File: src/rtl/period_meter.sv
// period_meter: measures the period and high time of a slow, asynchronous
// square wave in system clock cycles. The input is first synchronised, then
// edge-detected. Results are published with a one-cycle valid strobe, and a
// sticky timeout flag is raised when the counter saturates.
module period_meter #(
  parameter int unsigned CNT_W       = 24,
  parameter int unsigned SYNC_STAGES = 2
) (
  input  logic             clk,
  input  logic             rst_n,
  input  logic             en,
  input  logic             sig_in,
  output logic [CNT_W-1:0] period_o,
  output logic [CNT_W-1:0] high_o,
  output logic             valid_o,
  output logic             timeout_o
);

  localparam logic [CNT_W-1:0] CNT_MAX = '1;
  localparam logic [CNT_W-1:0] CNT_ONE = CNT_W'(1);

  typedef enum logic [1:0] {
    IDLE,
    ARM,
    MEASURE
  } state_t;

  state_t                 state_q, state_d;
  logic [SYNC_STAGES-1:0] sync_q, sync_d;
  logic                   edge_q, edge_d;
  logic [CNT_W-1:0]       cnt_q, cnt_d;
  logic [CNT_W-1:0]       high_sh_q, high_sh_d;
  logic [CNT_W-1:0]       period_q, period_d;
  logic [CNT_W-1:0]       high_q, high_d;
  logic                   valid_q, valid_d;
  logic                   timeout_q, timeout_d;

  logic                   sig_s;
  logic                   rise;
  logic                   fall;

  // The last synchroniser stage is the clean in-domain copy of sig_in;
  // edge_q holds its value from the previous cycle for edge detection.
  assign sig_s = sync_q[SYNC_STAGES-1];
  assign rise  = sig_s & ~edge_q;
  assign fall  = ~sig_s & edge_q;

  // Synchroniser shift and edge-detect register next-state.
  always_comb begin
    sync_d = {sync_q[SYNC_STAGES-2:0], sig_in};
    edge_d = sig_s;
  end

  // Measurement FSM: next state, counter, shadow and result registers.
  always_comb begin
    state_d   = state_q;
    cnt_d     = cnt_q;
    high_sh_d = high_sh_q;
    period_d  = period_q;
    high_d    = high_q;
    valid_d   = 1'b0;
    timeout_d = timeout_q;

    if (!en) begin
      // Disable overrides any edge seen in the same cycle; results are held.
      state_d = IDLE;
      cnt_d   = '0;
    end else begin
      unique case (state_q)
        IDLE: begin
          cnt_d   = '0;
          state_d = ARM;
        end

        ARM: begin
          // The first rising edge only starts the count; nothing is published.
          if (rise) begin
            cnt_d     = CNT_ONE;
            high_sh_d = '0;
            state_d   = MEASURE;
          end
        end

        MEASURE: begin
          if (rise) begin
            // Rise wins over saturation so a period of exactly CNT_MAX
            // is still reported instead of timing out.
            period_d  = cnt_q;
            high_d    = high_sh_q;
            valid_d   = 1'b1;
            timeout_d = 1'b0;
            cnt_d     = CNT_ONE;
            high_sh_d = '0;
          end else if (cnt_q == CNT_MAX) begin
            timeout_d = 1'b1;
            cnt_d     = '0;
            state_d   = ARM;
          end else begin
            cnt_d = cnt_q + CNT_ONE;
            if (fall) begin
              high_sh_d = cnt_q;
            end
          end
        end

        default: begin
          state_d = IDLE;
          cnt_d   = '0;
        end
      endcase
    end
  end

  // State and datapath registers with synchronous active-low reset.
  always_ff @(posedge clk) begin
    if (!rst_n) begin
      state_q   <= IDLE;
      sync_q    <= '0;
      edge_q    <= 1'b0;
      cnt_q     <= '0;
      high_sh_q <= '0;
      period_q  <= '0;
      high_q    <= '0;
      valid_q   <= 1'b0;
      timeout_q <= 1'b0;
    end else begin
      state_q   <= state_d;
      sync_q    <= sync_d;
      edge_q    <= edge_d;
      cnt_q     <= cnt_d;
      high_sh_q <= high_sh_d;
      period_q  <= period_d;
      high_q    <= high_d;
      valid_q   <= valid_d;
      timeout_q <= timeout_d;
    end
  end

  assign period_o  = period_q;
  assign high_o    = high_q;
  assign valid_o   = valid_q;
  assign timeout_o = timeout_q;

endmodule

File: config.mk
export PLATFORM = sky130hd
export DESIGN_NAME = period_meter
export DESIGN_NICKNAME = d
export VERILOG_FILES = /design/src/rtl/period_meter.sv
export SDC_FILE = /design/constraint.sdc
export NUM_CORES = 1
export LEC_CHECK = 0
export BUFFER_PORTS_ARGS = -buffer_cell sky130_fd_sc_hd__buf_2
export CAP_MARGIN = 15
export CORE_MARGIN = 2
export CORE_UTILIZATION = 57
export CTS_CLUSTER_SIZE = 24
export DETAILED_ROUTE_END_ITERATION = 7
export HOLD_SLACK_MARGIN = 0.08
export MAX_ROUTING_LAYER = met4
export PLACE_DENSITY = 0.83
export SYNTH_ARGS = -nofsm -noshare
export SYNTH_HDL_FRONTEND = slang
export SYNTH_SLANG_ARGS = --single-unit
File: constraint.sdc
create_clock -name clk -period 2.3 [get_ports clk]
set_input_delay 0.345 -clock clk [delete_from_list [all_inputs] [get_ports clk]]
set_output_delay 0.345 -clock clk [all_outputs]
set_load 0.05 [all_outputs]
==> metrics <==
leading area contributor after synthesis=dfxtp_1; #FFs+latches synth=103; Setup Skew=0.0115 ns; worst endpoint data arrival time=2.51 ns; setup TNS=0 ns; Post-synth EDFFs=0; final net count=506; number of synthesis warnings=0; Die Wd=89.8 µm; Layout area overhead=16.9%; final worst path period share=0.962; grt ovf=0; via count=3,566; final worst slack=0.0874 ns; final non-filler cell total=600; mean area per synthesized cell=9.55 µm²; max cap viols=0; global-route wire length before repair=16,700 µm; number of clock sinks=103; WL final=10,000 µm; gr usage total=0.259; Max Fclk=0.452 GHz; Clock transition at path regs=0.10 ns; layout cells sized above 1=0.228; Final Core Density=0.685; synth cell count leaders=103 x dfxtp_1, 77 x nand2_1, 48 x a22o_1, 32 x mux2i_1, 23 x clkbuf_1; initial core utilization=0.585; Detailed Place HPWL=6870 µm; library cells used by synthesis=42; Placement Rows=31; Post-Syn Instances=440; top cells by area, synth=dfxtp_1 49%, a22o_1 10%, mux2i_1 7.6%; Setup crit end kind=register; final hold vios=0; DRC marker count from the first detailed-route iteration=364; critical path peak fanout=24; CP Data Required Time=2.59 ns; n_diodes=0; CTS tree=built; Routed WL per cell=16.7 µm; Syn Nets=450; setup violators final=0; sequential area share after synthesis=0.491; total CTS buffers=9; antenna violations before repair=0; run status=completed; leakage=2.08 nW; FFs w/ async S/R, synth=0; dpl cells=583; Final min period=2.21 ns; ys flop type=dfxtp_1; RSZ-0062 raised after global routing=no; number of global-route vias before repair=3,354; hold buffer count at CTS=0; Hold WC Path Type=input port to register; pin count of the biggest net entering global routing=37; drt pass-1 iters=5; post-route ant nets=0; Post-Syn Area=4200 µm²; I/O pin cnt=54; IO buf count=53; Tightest Pin Transition=0.608 ns; Final Max Tran Viols=0; root buffer cell=clkbuf_8; Worst-Skew Late Latency=0.37 ns; RD Place Congestion=0.973; Worst slew margin=0.591; H-tree Lvls=3; cell with the most instances after synthesis=dfxtp_1; Die ar.=8070 µm²; die height=89.8 µm; peak supply drop=0.000341 V; pwr dens=604 nW/µm²; CP startpoint kind=register; maximum buffer depth of the clock tree=2; Core Box Area=7180 µm²; dpl ws=-0.0619 ns; DRC violations left=0; routed vias/inst=5.94; top-area cell type share of the netlist area=0.491; class of the most critical setup path=register to register
[critical path, stage by stage, from the launching register on]
cell and delay [ns]:
dfxtp_1 0.51, nand4_1 0.23, nor4_4 0.49, a2111oi_2 0.17
o31ai_4 0.23, buf_12 0.25, mux2i_1 0.25
[cells by family (layout without fill, tap and decap cells)]
family / count (synthesis) / in the layout / share of synthesized area
buffers and inverters: 45 / 106 / 0.0468
muxes: 32 / 32 / 0.0763
and+or+nand+nor: 155 / 155 / 0.185
AOI/OAI and AO/OA: 99 / 99 / 0.183
DFF: 103 / 103 / 0.491
adders and majority gates: 6 / 6 / 0.0179
[worst paths after layout]
kind | startpoint | endpoint | slack [ns] | cells past startpoint
worst max-delay path | cnt_q[20] | high_sh_q[13] | 0.09 | 6
worst min-delay path | sig_in | sync_q[0] | 0.19 | 2
worst max register to register | cnt_q[20] | high_sh_q[13] | 0.09 | 6
worst min register to register | sync_q[0] | sync_q[1] | 0.45 | 1
[metal layers]
metal / track usage / wire [µm] / vias to the layer above
li1: - / - / 1701
met2: 0.398 / 4740 / 165
met4: 0.113 / 147 / 0
met3: 0.0402 / 665 / 16
met5: - / 0 / -
met1: 0.343 / 4460 / 1684
[layout by cell type (no fill, tap or decap), types with 5 or more instances in the layout]
master / Yosys / layout
buf_4: 0 / 25
nor2_1: 15 / 15
nand2_1: 77 / 76
inv_1: 10 / 10
nor3_1: 7 / 5
and2_1: 5 / 5
a21oi_1: 19 / 18
ha_1: 6 / 5
clkbuf_8: 0 / 10
a31oi_1: 6 / 5
a22o_1: 48 / 48
dfxtp_1: 103 / 102
nand4_1: 9 / 9
buf_2: 9 / 53
nand3_1: 16 / 16
mux2i_1: 32 / 32
[sequential cells by signal (all words and copies together), names as in the netlist]
| register | flops |
|---|---|
| timeout_o | 1 |
| high_sh_q | 24 |
| edge_q | 1 |
| state_q | 2 |
| cnt_q | 24 |
| sync_q | 2 |
| high_o | 24 |
| period_o | 24 |
| valid_o | 1 |
[power breakdown]
group	internal, mW	leakage [nW]	switching, mW
Clock	0.440	0.0914	0.652
Combinational	0.0258	1.16	0.0616
Sequential	1.79	0.830	0.00212
Total	2.25	2.08	0.716
[timing repair]
action | 4_1_cts | 5_1_grt
endpoints found under the setup margin | 1 | 16
buffers inserted | 0 | 1
pin swaps | 0 | 3
gates resized for setup | 1 | 7
[metrics by stage]
stage	total power, mW	hold WS [ns]	instance area, µm²
after floorplan	1.88	0.412	4200
after global placement	1.91	0.422	4680
after detailed placement	1.91	0.430	4680
after CTS	2.98	0.183	4870
after global routing	3.05	0.187	4910
final	2.97	0.190	4910
[layout make-up]
| type | count | area, µm² |
|---|---|---|
| fill | 528 | 2260 |
| sequential | 103 | 2060 |
| multi-input combinational | 292 | 2000 |
| timing repair buffer | 80 | 493 |
| clock buffer | 10 | 138 |
| tap | 99 | 124 |
| clock inverter | 6 | 52.6 |
| inverter | 10 | 37.5 |
Power figures use the tool's default switching activity.
